--- src/rtl/board_vram_writer.sv ---
// Sole writer of the board VRAM: turns clear/place commands
// into a stream of single-cell writes on the VRAM write port.
module board_vram_writer #(
  parameter int BOARD_W   = 14,
  parameter int BOARD_H   = 14,
  parameter int CELL_BITS = 6,
  parameter int ADDR_W    = 8,
  parameter int SHAPE_N   = 5
) (
  input  logic                         clk,
  input  logic                         rst,
  input  logic                         cmd_valid,
  output logic                         cmd_ready,
  input  logic                         cmd_op,
  input  logic [3:0]                   cmd_x,
  input  logic [3:0]                   cmd_y,
  input  logic [CELL_BITS-1:0]         cmd_color,
  input  logic [SHAPE_N*SHAPE_N-1:0]   cmd_shape,
  output logic [ADDR_W-1:0]            wr_addr,
  output logic [CELL_BITS-1:0]         wr_data,
  output logic                         wr_en,
  output logic                         done,
  output logic [7:0]                   wr_count
);

  localparam int SN2 = SHAPE_N * SHAPE_N;
  localparam int CELLS = BOARD_W * BOARD_H;
  localparam logic [ADDR_W:0] CLR_END = (ADDR_W+1)'(CELLS);
  localparam logic [4:0] COL_LIM = 5'(BOARD_W);
  localparam logic [4:0] ROW_LIM = 5'(BOARD_H);
  localparam logic [2:0] DX_LAST = 3'(SHAPE_N - 1);
  localparam logic [2:0] DY_END  = 3'(SHAPE_N);

  typedef enum logic [1:0] {
    S_IDLE,
    S_CLEAR,
    S_PLACE,
    S_DONE
  } state_t;

  state_t                state_q, state_d;
  logic [ADDR_W:0]       cnt_q, cnt_d;
  logic [2:0]            dx_q, dx_d;
  logic [2:0]            dy_q, dy_d;
  logic [3:0]            x_q, x_d;
  logic [3:0]            y_q, y_d;
  logic [CELL_BITS-1:0]  color_q, color_d;
  logic [SN2-1:0]        shape_q, shape_d;
  logic [ADDR_W-1:0]     wr_addr_q, wr_addr_d;
  logic [CELL_BITS-1:0]  wr_data_q, wr_data_d;
  logic                  wr_en_q, wr_en_d;
  logic                  done_q, done_d;
  logic [7:0]            wr_count_q, wr_count_d;

  logic [4:0]            col;
  logic [4:0]            row;
  logic [ADDR_W-1:0]     cell_addr;
  logic                  hit;

  // Board cell addressed by the current scan position; 5-bit sums avoid wrap.
  assign col = {1'b0, x_q} + {2'b00, dx_q};
  assign row = {1'b0, y_q} + {2'b00, dy_q};
  assign cell_addr = ADDR_W'(row) * ADDR_W'(BOARD_W) + ADDR_W'(col);
  assign hit = shape_q[0] && (col < COL_LIM) && (row < ROW_LIM);

  assign cmd_ready = (state_q == S_IDLE);
  assign wr_addr   = wr_addr_q;
  assign wr_data   = wr_data_q;
  assign wr_en     = wr_en_q;
  assign done      = done_q;
  assign wr_count  = wr_count_q;

  // Next-state and registered-output computation.
  always_comb begin
    state_d    = state_q;
    cnt_d      = cnt_q;
    dx_d       = dx_q;
    dy_d       = dy_q;
    x_d        = x_q;
    y_d        = y_q;
    color_d    = color_q;
    shape_d    = shape_q;
    wr_addr_d  = wr_addr_q;
    wr_data_d  = wr_data_q;
    wr_en_d    = 1'b0;
    done_d     = 1'b0;
    wr_count_d = wr_count_q;
    unique case (state_q)
      S_IDLE: begin
        if (cmd_valid) begin
          x_d        = cmd_x;
          y_d        = cmd_y;
          color_d    = cmd_color;
          shape_d    = cmd_shape;
          cnt_d      = '0;
          dx_d       = '0;
          dy_d       = '0;
          wr_count_d = '0;
          state_d    = cmd_op ? S_CLEAR : S_PLACE;
        end
      end
      S_CLEAR: begin
        if (cnt_q == CLR_END) begin
          state_d = S_DONE;
          done_d  = 1'b1;
        end else begin
          wr_en_d   = 1'b1;
          wr_addr_d = cnt_q[ADDR_W-1:0];
          wr_data_d = '0;
          cnt_d     = cnt_q + 1'b1;
        end
      end
      S_PLACE: begin
        if (dy_q == DY_END) begin
          state_d = S_DONE;
          done_d  = 1'b1;
        end else begin
          if (hit) begin
            wr_en_d   = 1'b1;
            wr_addr_d = cell_addr;
            wr_data_d = color_q;
          end
          shape_d = shape_q >> 1;
          if (dx_q == DX_LAST) begin
            dx_d = '0;
            dy_d = dy_q + 3'd1;
          end else begin
            dx_d = dx_q + 3'd1;
          end
        end
      end
      S_DONE: begin
        state_d = S_IDLE;
      end
    endcase
    if (wr_en_d) begin
      wr_count_d = wr_count_q + 8'd1;
    end
  end

  // State and output registers; reset aborts any command in flight.
  always_ff @(posedge clk or posedge rst) begin
    if (rst) begin
      state_q    <= S_IDLE;
      cnt_q      <= '0;
      dx_q       <= '0;
      dy_q       <= '0;
      x_q        <= '0;
      y_q        <= '0;
      color_q    <= '0;
      shape_q    <= '0;
      wr_addr_q  <= '0;
      wr_data_q  <= '0;
      wr_en_q    <= 1'b0;
      done_q     <= 1'b0;
      wr_count_q <= '0;
    end else begin
      state_q    <= state_d;
      cnt_q      <= cnt_d;
      dx_q       <= dx_d;
      dy_q       <= dy_d;
      x_q        <= x_d;
      y_q        <= y_d;
      color_q    <= color_d;
      shape_q    <= shape_d;
      wr_addr_q  <= wr_addr_d;
      wr_data_q  <= wr_data_d;
      wr_en_q    <= wr_en_d;
      done_q     <= done_d;
      wr_count_q <= wr_count_d;
    end
  end

endmodule

--- config.mk ---
export PLATFORM = sky130hd
export DESIGN_NAME = board_vram_writer
export DESIGN_NICKNAME = d
export VERILOG_FILES = /design/src/rtl/board_vram_writer.sv
export SDC_FILE = /design/constraint.sdc
export NUM_CORES = 1
export LEC_CHECK = 0
export ABC_AREA = 0
export CAP_MARGIN = 20
export CORE_MARGIN = 3
export CORE_UTILIZATION = 40
export CTS_CLUSTER_SIZE = 12
export DETAILED_ROUTE_END_ITERATION = 7
export GPL_ROUTABILITY_DRIVEN = 1
export HOLD_SLACK_MARGIN = 0.15
export SYNTH_ARGS = -nofsm -noshare
export SYNTH_HDL_FRONTEND = slang
export SYNTH_SLANG_ARGS = --single-unit
--- constraint.sdc ---
create_clock -name clk -period 12 [get_ports clk]
set_clock_uncertainty 0.05 [all_clocks]
set_input_delay 2.4 -clock clk [delete_from_list [all_inputs] [get_ports clk]]
set_output_delay 2.4 -clock clk [all_outputs]
set_load 0.05 [all_outputs]
Word level (Yosys, flattened, before mapping)
Index checks and enable logic that the tools add are counted.
{"block": "totals", "register_bits": 80, "latch_bits": 0, "ramBits": 0, "mem_bits_ro": 0, "input_bits": 43, "output_inout_bits": 25, "elab_cells": 87, "n_memories": 0}
{"block": "classes", "n_addsub": 7, "n_mul": 1, "n_div": 0, "n_lt_le_gt_ge": 2, "eq_ne": 13, "n_shift": 0, "muxes": 36, "n_bitwise": 0, "n_reduce_logical": 15}
{"operator": "25-bit 2-to-1 mux", "count": 2}
{"operator": "25-bit case mux with 2 select lines", "count": 1}
{"operator": "8-bit 2-to-1 mux", "count": 6}
{"operator": "6-bit 2-to-1 mux", "count": 3}
{"operator": "9-bit 2-to-1 mux", "count": 2}
{"operator": "9-bit case mux with 2 select lines", "count": 1}
{"operator": "8-bit case mux with 2 select lines", "count": 1}
{"operator": "3-bit 2-to-1 mux", "count": 5}
{"operator": "2-bit inequality test (second input constant)", "count": 7}
{"operator": "3-bit case mux with 2 select lines", "count": 2}
{"operator": "6-bit case mux with 2 select lines", "count": 1}
{"operator": "4-bit by 3-bit adder with 5-bit output", "count": 2}
{"operator": "5-bit by 4-bit < comparator with 1-bit output (second input constant)", "count": 2}
{"operator": "2-bit nonzero test", "count": 5}
{"operator": "9-bit by 1-bit adder with 9-bit output (second input constant)", "count": 1}
{"operator": "9-bit by 8-bit equality test with 1-bit output (second input constant)", "count": 1}
{"operator": "3-bit AND reduction", "count": 3}
{"operator": "8-bit by 1-bit adder with 8-bit output (second input constant)", "count": 1}
{"operator": "8-bit by 5-bit adder with 8-bit output", "count": 1}
{"operator": "2-bit 2-to-1 mux", "count": 4}
{"operator": "2-bit case mux with 4 select lines", "count": 1}
{"operator": "4-bit AND reduction", "count": 2}
{"operator": "5-bit by 3-bit multiplier with 7-bit output (second input constant)", "count": 1}
{"operator": "3-bit by 1-bit adder with 3-bit output (second input constant)", "count": 2}
{"operator": "other kinds (8)", "count": 17}

Logic depth before layout (Yosys ltp)
{"block": "logic_depth", "depth_word": 9, "mapped_depth": 15, "depth_no_buf": 15}

Least setup slack after synthesis
OpenSTA, ideal clock, no wires.
{"block": "synth_timing", "kind": "flip-flop to flip-flop", "from": "reg dy_q[0]", "to": "reg wr_addr_q[7] (netlist: wr_addr[7])", "setup_time_ps": 125, "arrival_ps": 3828, "setup_slack_ps": 7997, "stages_incl_launch_ff": 14, "n_path_buf": 0, "cell_sequence": "dfrtp_1 > ha_1 > inv_1 > fa_1 > xnor2_1 > fa_1 > ha_1 > fa_1 > ha_1 > o21ai_0 > a2111oi_0 > xnor2_1 > a21oi_1 > mux2_4"}
{"block": "synth_via", "elab_chain_len": 6}
{"element": "start: declaration", "line": "44", "source": "logic [2:0] dy_q, dy_d;"}
{"element": "start signal: assignment", "line": "161", "source": "dy_q <= dy_d;"}
{"element": "4-bit by 3-bit adder with 5-bit output", "line": "62", "source": "assign row = {1'b0, y_q} + {2'b00, dy_q};"}
{"element": "5-bit by 3-bit multiplier with 7-bit output", "line": "63", "source": "assign cell_addr = ADDR_W'(row) * ADDR_W'(BOARD_W) + ADDR_W'(col);"}
{"element": "8-bit by 5-bit adder with 8-bit output", "line": "63"}
{"element": "8-bit 2-to-1 mux", "line": "118", "source": "if (hit) begin"}
{"element": "8-bit 2-to-1 mux", "line": "114", "source": "if (dy_q == DY_END) begin"}
{"element": "8-bit case mux with 2 select lines", "line": "88", "source": "unique case (state_q)"}
{"element": "end signal: assignment", "line": "166", "source": "wr_addr_q <= wr_addr_d;"}
{"element": "end: declaration", "line": "49", "source": "logic [ADDR_W-1:0] wr_addr_q, wr_addr_d;"}
Several ways; a longest one is shown, not always the timed one. The select of a mux whose other input is x is not followed.
A chain may end at the register's enable or synchronous reset.

Worst setup path in the final report
{"block": "layout_timing", "from": "in cmd_valid", "to": "reg cnt_q[8]"}
{"block": "layout_via", "elab_chain_len": 2}
{"element": "start: declaration", "line": "12", "source": "input logic cmd_valid,"}
{"element": "2-bit inequality test (no line)"}
{"element": "3-bit AND reduction (no line)"}
{"element": "end signal: assignment", "line": "159", "source": "cnt_q <= cnt_d;"}
{"element": "end: declaration", "line": "42", "source": "logic [ADDR_W:0] cnt_q, cnt_d;"}
Every way passes these cells.

==> flow_metrics.tcl <==
set metrics [dict create \
    status "finished, final reports clean" \
    core-area_sq_um 10600 \
    gp_congestion 0.812 \
    drtIter0Drc 167 \
    clock_sinks 80 \
    rsz0062_at_grt "no" \
    viasPerCell 5.19 \
    cp_max_fo 19 \
    synth.ff_latch_count 80 \
    combPwrFrac_pct 58.8 \
    synth_top_area_cell "dfrtp_1" \
    powerDensity_nw_per_um2 288 \
    netlist_area_sq_um 4450 \
    antenna_found_initial 0 \
    wirelength_um 9080 \
    crit_path_end_kind "register" \
    rows 37 \
    fin_util_pct 52.3 \
    post_cts_buffers 0 \
    cts_buffers 9 \
    grt_max_degree 81 \
    layout_common_cells "dfrtp_1 (80), clkdlybuf4s50_1 (67), nor2_1 (46)" \
    die_w_um 111 \
    drc 0 \
    firstDrtPassIters 4 \
    clock_path_buffers 2 \
    synth_enable_flop_cells 0 \
    finalSetupViolCount 0 \
    grt_pass1_vias 3240 \
    seqCellArea_sq_um 2000 \
    worstMarginPinSlew_ns 0.843 \
    grt.total_usage_pct 14.8 \
    port_buffers 67 \
    fp.dieH_um 111 \
    syn_inst 431 \
    ys_warn_count 0 \
    p_switching_mw 0.689 \
    fmax_mhz 218 \
    slew_violations 0 \
    fill_cells 961 \
    grt_overflow_total 0 \
    crit_arrival_ns 4.83 \
    holdBufCountCts 0 \
    synth-seq-area-share_pct 45.0 \
    antennaDiodeCount 0 \
    syn_nets 508 \
    routedWlPerCell_um 14.2 \
    intPower_mw 0.899 \
    ant_nets 0 \
    whs_ns 0.457 \
    hpwl_um 6550 \
    synth_area_leaders "dfrtp_1 (45%), ha_1 (8.2%), mux2i_1 (6.7%), mux2_2 (4.6%), nor2_1 (4.0%)" \
    ys_types 46 \
    pre_cts_ws_ns 7.02 \
    synth_top_area_share_pct 45.0 \
    start_util_pct 42.2 \
    required_ns 12.23 \
    nets 574 \
    pwr-share-clk_pct 13.8 \
    hold_viol 0 \
    die_area_sq_um 12400 \
    multi_input_area_sq_um 2280 \
    maxSlewHeadroom_pct 43.8 \
    drive_gt1_share_pct 9.76 \
    p_sw_share_pct 43.4 \
    fin_crit_sh_pct 38.3 \
    drv_cap 0 \
    setup_tns_ns 0 \
    ys.flop_type "dfrtp_1" \
    worstSkewPairLatency_ns 0.35 \
    cts.clk_slew.worst_paths_ns 0.08 \
    cts_tree "done" \
    min_period_ns 4.60 \
    vdd_drop_max_uv 124 \
    cp-start-kind "input pin" \
    synthArstFlopShare_pct 100 \
    leakage_nw 2.44 \
    cts_root_buf "clkbuf_8" \
    io_pins 68 \
    setup_slack_ns 7.40 \
    seqPwrFrac_pct 27.5 \
    avgSynthCellArea_sq_um 10.3 \
    cts_resized 0 \
    cts-htree-levels 3 \
    total_power_mw 1.59 \
    syn_to_final_growth_pct 24.0 \
    vias 3312 \
    min_path_type "register to register" \
    worstSetupPathType "input pin to register" \
    final_common_cell "dfrtp_1" \
    grt_pass1_wl_um 15200 \
]
[per-stage QoR]
stage	std cells	instance area [sq um]
CTS	636	5470
detailed placement	620	5250
floorplan	431	4450
finish	638	5520
global route	638	5520
global placement	620	5250
[synthesized netlist by cell type, types with 2 or more instances]
cell type,instances
dfrtp_1,80
nor2_1,47
a21oi_1,34
mux2i_1,30
ha_1,29
nand2_1,29
inv_1,27
o21ai_0,21
mux2_2,18
xnor2_1,12
nand3_1,11
clkbuf_1,10
xor2_1,8
a21o_1,6
a22o_1,6
nand4_1,6
nor2b_1,6
fa_1,5
mux2_4,4
and2_1,3
and3_1,3
buf_1,3
o221ai_1,3
o31ai_1,3
a211oi_1,2
a31oi_1,2
nand4bb_1,2
o22ai_1,2
or2_2,2
[cells by family after synthesis]
group / after synthesis / synth area share, %
AOI/OAI and AO/OA: 88 / 12.4
xor gates and xnor gates: 20 / 3.94
adders and majority gates: 34 / 10.4
buffers and inverters: 43 / 3.91
DFF: 80 / 45.0
muxes: 52 / 12.7
and+or+nand+nor: 114 / 11.7
[flip-flops by register name, summed over array words and instances (netlist names), 4 cells and up]
register and cells:
cnt_q 9, x_q 4, wr_data 6, shape_q 25, y_q 4, wr_addr 8
wr_count 8, color_q 6
[critical path: stages]
cell	delay, ns
clkdlybuf4s50_1	0.51
and2_1	0.68
o32a_1	0.37
and4_1	0.27
nand3_1	0.13
or3_1	0.33
a21oi_1	0.14
[area by class of cell]
class	instances	share of cell area (%)
Sequential cell	80	36.3
Clock inverter	6	1.50
Tap cell	136	3.08
Clock buffer	10	2.49
Multi-Input combinational cell	308	41.4
Inverter	27	1.86
Timing Repair Buffer	71	13.4
[final timing paths]
path	startpoint	slack [ns]	to	cells after the start
setup / recovery	cmd_valid	7.40	cnt_q[8]$_DFFE_PP0P_	7
hold / removal	color_q[0]$_DFFE_PP0P_	0.46	wr_data[0]$_DFFE_PP0P_	1
setup reg to reg	dy_q[0]$_DFFE_PP0P_	7.62	wr_addr[7]$_DFFE_PP0P_	13
hold reg to reg	color_q[0]$_DFFE_PP0P_	0.46	wr_data[0]$_DFFE_PP0P_	1
max in group asynchronous	rst	8.97	wr_addr[7]$_DFFE_PP0P_	4
min in group asynchronous	rst	2.34	shape_q[16]$_DFFE_PP0P_	3
[per-layer routing]
| layer | track usage (%) | wire length (um) | vias up |
|---|---|---|---|
| met5 | 0 | 0 | - |
| met4 | 4.46 | 127 | 0 |
| met1 | 18.5 | 4030 | 1596 |
| met3 | 3.75 | 441 | 12 |
| li1 | - | - | 1636 |
| met2 | 25.1 | 4490 | 68 |
[power by group through the flow]
| stage | Sequential [mW] | Clock (mW) | Combinational [mW] |
|---|---|---|---|
| 3_5_place_dp | 0.442 | 0 | 0.922 |
| 5_1_grt | 0.451 | 0.236 | 1.04 |
| 4_1_cts | 0.438 | 0.226 | 0.928 |
| 6_report | 0.436 | 0.218 | 0.934 |
| 3_3_place_gp | 0.438 | 0 | 0.904 |
| 2_1_floorplan | 0.497 | 0 | 0.662 |
(Power assumes the default switching activity.)
